`config.mk`:
```
export PLATFORM = sky130hd
export DESIGN_NAME = fetch_flat
export DESIGN_NICKNAME = d
export VERILOG_FILES = /design/src/rtl/fetch_if.sv /design/src/rtl/fetch.sv /design/src/flat_wrapper.sv
export SDC_FILE = /design/constraint.sdc
export NUM_CORES = 1
export LEC_CHECK = 0
export BUFFER_PORTS_ARGS = -buffer_cell sky130_fd_sc_hd__buf_2
export CAP_MARGIN = 30
export CORE_ASPECT_RATIO = 1.2
export CORE_MARGIN = 8
export CORE_UTILIZATION = 48
export DETAILED_ROUTE_END_ITERATION = 16
export PLACE_DENSITY = 0.86
export SLEW_MARGIN = 20
export SYNTH_ARGS = -nofsm -noshare
export SYNTH_HDL_FRONTEND = slang
export SYNTH_SLANG_ARGS = --single-unit
export TNS_END_PERCENT = 10
```
`constraint.sdc`:
```
create_clock -name clk -period 3.14 [get_ports clk]
set_input_delay 0.157 -clock clk [delete_from_list [all_inputs] [get_ports clk]]
set_output_delay 0.157 -clock clk [all_outputs]
set_load 0.02 [all_outputs]
```
`src/rtl/fetch_if.sv`:
```
// Fetch-stage bus bundle: writeback PC load, instruction-memory read port,
// decode hand-off and sticky status flags.
interface fetch_if;
  localparam int unsigned XLEN = 32;

  logic [XLEN-1:0] pc_wd_i;
  logic            pc_valid_i;
  logic            imem_req_o;
  logic [XLEN-1:0] imem_addr_o;
  logic            imem_ack_i;
  logic [XLEN-1:0] imem_data_i;
  logic [XLEN-1:0] ir_o;
  logic [XLEN-1:0] pc_o;
  logic            ir_valid_o;
  logic            ir_ready_i;
  logic            overrun_o;
  logic            misalign_o;

  // Fetch unit side
  modport master (
    input  pc_wd_i, pc_valid_i, imem_ack_i, imem_data_i, ir_ready_i,
    output imem_req_o, imem_addr_o, ir_o, pc_o, ir_valid_o, overrun_o, misalign_o
  );

  // Environment side (writeback, instruction memory, decode)
  modport slave (
    output pc_wd_i, pc_valid_i, imem_ack_i, imem_data_i, ir_ready_i,
    input  imem_req_o, imem_addr_o, ir_o, pc_o, ir_valid_o, overrun_o, misalign_o
  );
endinterface

```
`src/rtl/fetch.sv`:
```
// Instruction fetch FSM: issues one imem read per PC, holds the fetched word
// for decode, then waits for the next PC from writeback.
// Optional macro FETCH_MISALIGN_EN: a misaligned PC load enters a sticky FAULT
// state instead of being silently aligned.
module fetch #(
  parameter logic [31:0] RESET_PC = 32'h0000_0000
) (
  input  logic   clk,
  input  logic   reset,
  fetch_if.master bus
);
  localparam int unsigned XLEN = 32;
  localparam logic [XLEN-1:0] ALIGN_MASK = ~XLEN'(3);

  typedef enum logic [2:0] {
    BOOT    = 3'd0,
    REQ     = 3'd1,
    HOLD    = 3'd2,
    WAIT_PC = 3'd3,
    FAULT   = 3'd4
  } state_t;

  state_t          state;
  logic [XLEN-1:0] pc;
  logic [XLEN-1:0] ir;
  logic            req;
  logic            valid;
  logic            overrun;
  logic            misalign;

  // Sequencing, PC/IR capture and sticky flags; all outputs registered
  always_ff @(posedge clk or negedge reset) begin
    if (!reset) begin
      state    <= BOOT;
      pc       <= RESET_PC;
      ir       <= '0;
      req      <= 1'b0;
      valid    <= 1'b0;
      overrun  <= 1'b0;
      misalign <= 1'b0;
    end else begin
      if (bus.pc_valid_i && (state != WAIT_PC)) overrun <= 1'b1;
      case (state)
        BOOT: begin
          req   <= 1'b1;
          state <= REQ;
        end
        REQ: begin
          if (bus.imem_ack_i) begin
            ir    <= bus.imem_data_i;
            req   <= 1'b0;
            valid <= 1'b1;
            state <= HOLD;
          end
        end
        HOLD: begin
          if (bus.ir_ready_i) begin
            valid <= 1'b0;
            state <= WAIT_PC;
          end
        end
        WAIT_PC: begin
          if (bus.pc_valid_i) begin
`ifdef FETCH_MISALIGN_EN
            pc <= bus.pc_wd_i;
            if (bus.pc_wd_i[1:0] != 2'b00) begin
              misalign <= 1'b1;
              state    <= FAULT;
            end else begin
              req   <= 1'b1;
              state <= REQ;
            end
`else
            pc    <= bus.pc_wd_i & ALIGN_MASK;
            req   <= 1'b1;
            state <= REQ;
`endif
          end
        end
        FAULT: begin
          state <= FAULT;
        end
        default: begin
          req   <= 1'b0;
          valid <= 1'b0;
          state <= BOOT;
        end
      endcase
    end
  end

  assign bus.imem_req_o  = req;
  assign bus.imem_addr_o = pc;
  assign bus.ir_o        = ir;
  assign bus.pc_o        = pc;
  assign bus.ir_valid_o  = valid;
  assign bus.overrun_o   = overrun;
`ifdef FETCH_MISALIGN_EN
  assign bus.misalign_o  = misalign;
`else
  assign bus.misalign_o  = 1'b0;
`endif
endmodule

```
`src/flat_wrapper.sv`:
```
// flat-port wrapper written by rule: the top's interface ports become plain ports
module fetch_flat 
#(
  parameter logic [31:0] RESET_PC = 32'h0000_0000
)
  (clk, reset, bus_pc_wd_i, bus_pc_valid_i, bus_imem_ack_i, bus_imem_data_i, bus_ir_ready_i, bus_imem_req_o, bus_imem_addr_o, bus_ir_o, bus_pc_o, bus_ir_valid_o, bus_overrun_o, bus_misalign_o);
  fetch_if bus_i ();
  input  logic clk;
  input  logic reset;
  input wire logic [$bits(bus_i.pc_wd_i)-1:0] bus_pc_wd_i;
  input wire logic [$bits(bus_i.pc_valid_i)-1:0] bus_pc_valid_i;
  input wire logic [$bits(bus_i.imem_ack_i)-1:0] bus_imem_ack_i;
  input wire logic [$bits(bus_i.imem_data_i)-1:0] bus_imem_data_i;
  input wire logic [$bits(bus_i.ir_ready_i)-1:0] bus_ir_ready_i;
  output wire logic [$bits(bus_i.imem_req_o)-1:0] bus_imem_req_o;
  output wire logic [$bits(bus_i.imem_addr_o)-1:0] bus_imem_addr_o;
  output wire logic [$bits(bus_i.ir_o)-1:0] bus_ir_o;
  output wire logic [$bits(bus_i.pc_o)-1:0] bus_pc_o;
  output wire logic [$bits(bus_i.ir_valid_o)-1:0] bus_ir_valid_o;
  output wire logic [$bits(bus_i.overrun_o)-1:0] bus_overrun_o;
  output wire logic [$bits(bus_i.misalign_o)-1:0] bus_misalign_o;
  assign bus_i.pc_wd_i = bus_pc_wd_i;
  assign bus_i.pc_valid_i = bus_pc_valid_i;
  assign bus_i.imem_ack_i = bus_imem_ack_i;
  assign bus_i.imem_data_i = bus_imem_data_i;
  assign bus_i.ir_ready_i = bus_ir_ready_i;
  assign bus_imem_req_o = bus_i.imem_req_o;
  assign bus_imem_addr_o = bus_i.imem_addr_o;
  assign bus_ir_o = bus_i.ir_o;
  assign bus_pc_o = bus_i.pc_o;
  assign bus_ir_valid_o = bus_i.ir_valid_o;
  assign bus_overrun_o = bus_i.overrun_o;
  assign bus_misalign_o = bus_i.misalign_o;
  fetch #(.RESET_PC(RESET_PC)) u_core (.clk(clk), .reset(reset), .bus(bus_i));
endmodule
```
# == Word level (Yosys, flattened, before mapping) ==
# Cells that the tools add are included.
# totals
inputBits,69
output_inout_bits,100
ff_bits,68
word_cells,35
# op_classes
n_reduce_logical,9
bitwise,2
n_mux,10
eq_ne,8
# op_table
cell,n
$pmux W3 S5,1
$mux W3,3
$reduce_and A3 Y1,3
$eq A3 B2 Y1 const B,2
$ne A2 B2 Y1 const B,3
$mux W1,4
$pmux W1 S4,1
$reduce_and A2 Y1,2
$eq A3 B1 Y1 const B,1
$eq A3 B3 Y1 const B,1
$logic_not A3 Y1,1
$ne A3 B2 Y1 const B,1
$pmux W1 S3,1
$reduce_or A3 Y1,1
$not A1 Y1,2
$reduce_or A2 Y1,1
$logic_and A1 B1 Y1,1

# == Depth between registers and ports, before layout ==
# depth
word_depth,4
ltp_mapped,6
depth_no_buf,3

# == Least setup slack after synthesis ==
# Ideal clock, no wire load.
# synth_timing
path_kind,reg-to-reg
start,reg u_core.state[0]
end,reg u_core.ir[0] (netlist: u_core.bus.ir_o[0])
t_arrival_ps,1307
required_time_ps,3015
setup_time_ps,125
period_less_slack_ps,1432
stages_incl_launch_ff,7
path_buffers,3
path_slack_ps,1708
cell_sequence,dfrtp_1 buf_4 nor2b_4 and2_1 buf_6 buf_12 mux2_4
# synth_between
elab_chain_cells,2
# synth_rtl
element,line_no,rtl
start: declaration,fetch.sv:23,state_t state;
start signal: assignment,fetch.sv:34,state <= BOOT;
start signal: assignment,fetch.sv:46,state <= REQ;
start signal: assignment,fetch.sv:53,state <= HOLD;
$eq A3 B1 Y1,fetch.sv:43,case (state)
$reduce_and A2 Y1 (no source line),n/a,
end signal: assignment,fetch.sv:50,ir <= bus.imem_data_i;
end: declaration,fetch.sv:25,logic [XLEN-1:0] ir;
# Every way passes these cells.
# A chain may end at the register's enable or synchronous reset.

# == Worst setup path in the final report ==
# layout_timing
start,reg u_core.state[0]
end,reg u_core.ir[10] (netlist: u_core.bus.ir_o[10])
# Same word-level chain as after synthesis.

==> out/metrics.csv <==
metric,value,unit
crit_required,3.35,ns
ys_types,23,
grt_max_degree,30,
ys_async_sr_fraction,100.0,%
crit_arrival,2.12,ns
gp_congestion,0.7566,
n_antenna_cell,0,
wl_met2,3.550,mm
num_rows,31,
synth_flop_cell,dfrtp_1,
final.setup.tns,0,ns
cts_tree,done,
syn-mean-instance-area,15.26,sq um
p_leak,1.991,nW
synth_compound_area_share,1.831,%
via_per_inst,4.624,
synthMuxAreaShare,26.97,%
yosys.area_share.simple,2.497,%
cts_root_buf,clkbuf_8,
cap_violations,0,
numPortBuffers,161,
die_w,88.25,um
finalCriticalPeriod,1.908,ns
core_region_area,6051,sq um
intPower,2.701,mW
wire_per_inst,16.28,um
overflow,0,
synth_xor_area_share,0,%
post_dp_cell_area,3632,sq um
clockBufferDepth,2,
numCtsBuffers,9,
io_pins,169,
slew_headroom,57.55,%
synth_edf_count,0,
synth-seq-cells,68,
drt-met1-wl,2.618,mm
initial_core_util,49.69,%
worst_slack,1.232,ns
dr.pass1.iters,3,
power.share.combinational,51.6,%
ys_warn_count,0,
wirelength,6.886,mm
whs,0.05717,ns
dpl.hpwl,5.450,mm
synthTopCellsByArea,"dfrtp_1 57%, mux2_4 15%, mux2_2 12%",
highest_layer,met4,
drc_errors,0,
areaGrowthSynthToFinish,27.17,%
worst_pin_slew,0.6368,ns
wl_met3,679,um
synth_most_common_cell,dfrtp_1,
finalSetupViolCount,0,
fin_worst_skew,0.007523,ns
synth.cell_area,3007,sq um
p_per_area,1211,nW/um^2
yosys.area.top_type_share,56.60,%
maxClockFrequency,524.2,MHz
yosysSeqAreaShare,56.60,%
vias,1956,
grt_pass1_vias,2174,
clkTransAtPathRegs,0.07,ns
slew_violations,0,
clock_power_share,13.9,%
postRouteAntennaNets,0,
drt_iter0_drc,44,
cts_sinks,68,
path_class,flip-flop to flip-flop,
final_area,3824,sq um
syn_inst,197,
switching_power,1.931,mW
dieHeight,102.7,um
rsz0062_at_grt,false,
finalHoldViolations,0,
dpl_worst_slack,1.229,ns
ir_drop,590.0,uV
cp-start-kind,flip-flop,
synth_top_family_by_area,multiplexers,
status,"finished, final reports clean",
cts.repair_timing.setup_buffer_count,0,
grtUsageTotal,14.98,%
power_frac_seq,34.6,%
critPathMaxFanout,17,
clock_latency,0.32,ns
antenna_found_initial,0,
sw_frac_of_total,41.69,%
grt_pass1_wl,10.49,mm
hp-class,primary input to flip-flop,
synth_top_area_cell,dfrtp_1,
fin_nets,405,
synthAdderAreaFrac,0,%
drive_gt1_share,71.55,%
worstSetupEndpointType,flip-flop,
die_area,9063,sq um
fin_crit_sh,60.75,%
h-tree-depth,3,
synth_common_cells,"68 x dfrtp_1, 36 x buf_4, 32 x mux2_2, 30 x mux2_4, 4 x o21ai_0",
==> cell type report <==
type                    instances  area, sq um
repair buffers                167        873.3
flip-flops and latches         68         1702
multi-input cells              89        960.9
well taps                      82        102.6
clock inverters                 1        5.005
clock buffers                  15        176.4
inverters                       1        3.754
fillers                       497         2227
==> metal layers <==
layer	track usage [%]	vias to the layer above
met3	4.785	4
li1	-	907
met4	5.476	0
met1	17.14	952
met2	25.45	93
met5	0	-
==> flip-flops by register name (all words and copies together), names as in the netlist <==
register / cells
u_core.bus.ir_o: 32
u_core.bus.overrun_o: 1
u_core.bus.imem_addr_o: 30
u_core.bus.ir_valid_o: 1
u_core.state: 3
u_core.bus.imem_req_o: 1
==> power by group through the flow <==
stage | Clock, mW | Sequential, mW | Combinational [mW]
after floorplan | 0 | 2.11 | 1.39
after global placement | 0 | 1.58 | 2.38
after detailed placement | 0 | 1.60 | 2.43
after CTS | 0.666 | 1.60 | 2.43
after global routing | 0.695 | 1.67 | 2.53
final | 0.642 | 1.60 | 2.39
==> metrics by stage <==
step | instances | power [mW] | utilization, %
detailed placement | 406 | 4.036 | 60.03
global placement | 405 | 3.957 | 59.57
floorplan | 201 | 3.506 | -
global route | 423 | 4.902 | 63.19
finish | 423 | 4.632 | 63.19
CTS | 423 | 4.700 | 63.19
==> cells in the final DEF (no fill, tap or decap), drive strengths merged <==
| cell | n |
|---|---|
| buf | 166 |
| dfrtp | 68 |
| mux2 | 62 |
| clkbuf | 15 |
| conb | 5 |
| o21ai | 4 |
| nand2 | 3 |
| nor2 | 3 |
| nor2b | 3 |
| a21o | 2 |
| and2 | 1 |
| a22oi | 1 |
| nor3b | 1 |
| a211oi | 1 |
| nand3 | 1 |
| a21oi | 1 |
| inv | 1 |
| nor3 | 1 |
| clkinv | 1 |
| dlygate4sd3 | 1 |
==> final timing paths <==
check | from | to | slack [ns] | cells past startpoint
max | u_core.state[0]$_DFFE_PN0P_ | u_core.bus.ir_o[10]$_DFFE_PN0P_ | 1.23 | 4
min | bus_imem_data_i[20] | u_core.bus.ir_o[20]$_DFFE_PN0P_ | 0.06 | 2
min reg2reg | u_core.bus.overrun_o$_DFFE_PN0P_ | u_core.bus.overrun_o$_DFFE_PN0P_ | 0.47 | 1
max in group asynchronous | reset | u_core.bus.ir_o[22]$_DFFE_PN0P_ | 2.00 | 3
min in group asynchronous | reset | u_core.bus.imem_addr_o[8]$_DFFE_PN0P_ | 0.40 | 2
max reg2reg | u_core.state[0]$_DFFE_PN0P_ | u_core.bus.ir_o[10]$_DFFE_PN0P_ | 1.23 | 4
==> cell families after synthesis <==
| family | after synthesis |
|---|---|
| buffers and inverters | 44 |
| AO/OA/AOI/OAI | 9 |
| multiplexers | 62 |
| flip-flops | 68 |
| other | 1 |
| AND/OR/NAND/NOR | 13 |
==> worst max-delay path, stage by stage (launching register included) <==
cell and delay [ns]:
dfrtp_1 0.48, nor2b_4 0.22, and2_2 0.35, buf_4 0.37, mux2_2 0.37
==> timing repair <==
action,CTS,global route
endpoints found under the setup margin,0,0
endpoints found under the hold margin,25,0
gates resized for setup,0,0
hold buffers,1,0
(Power assumes the default switching activity.)
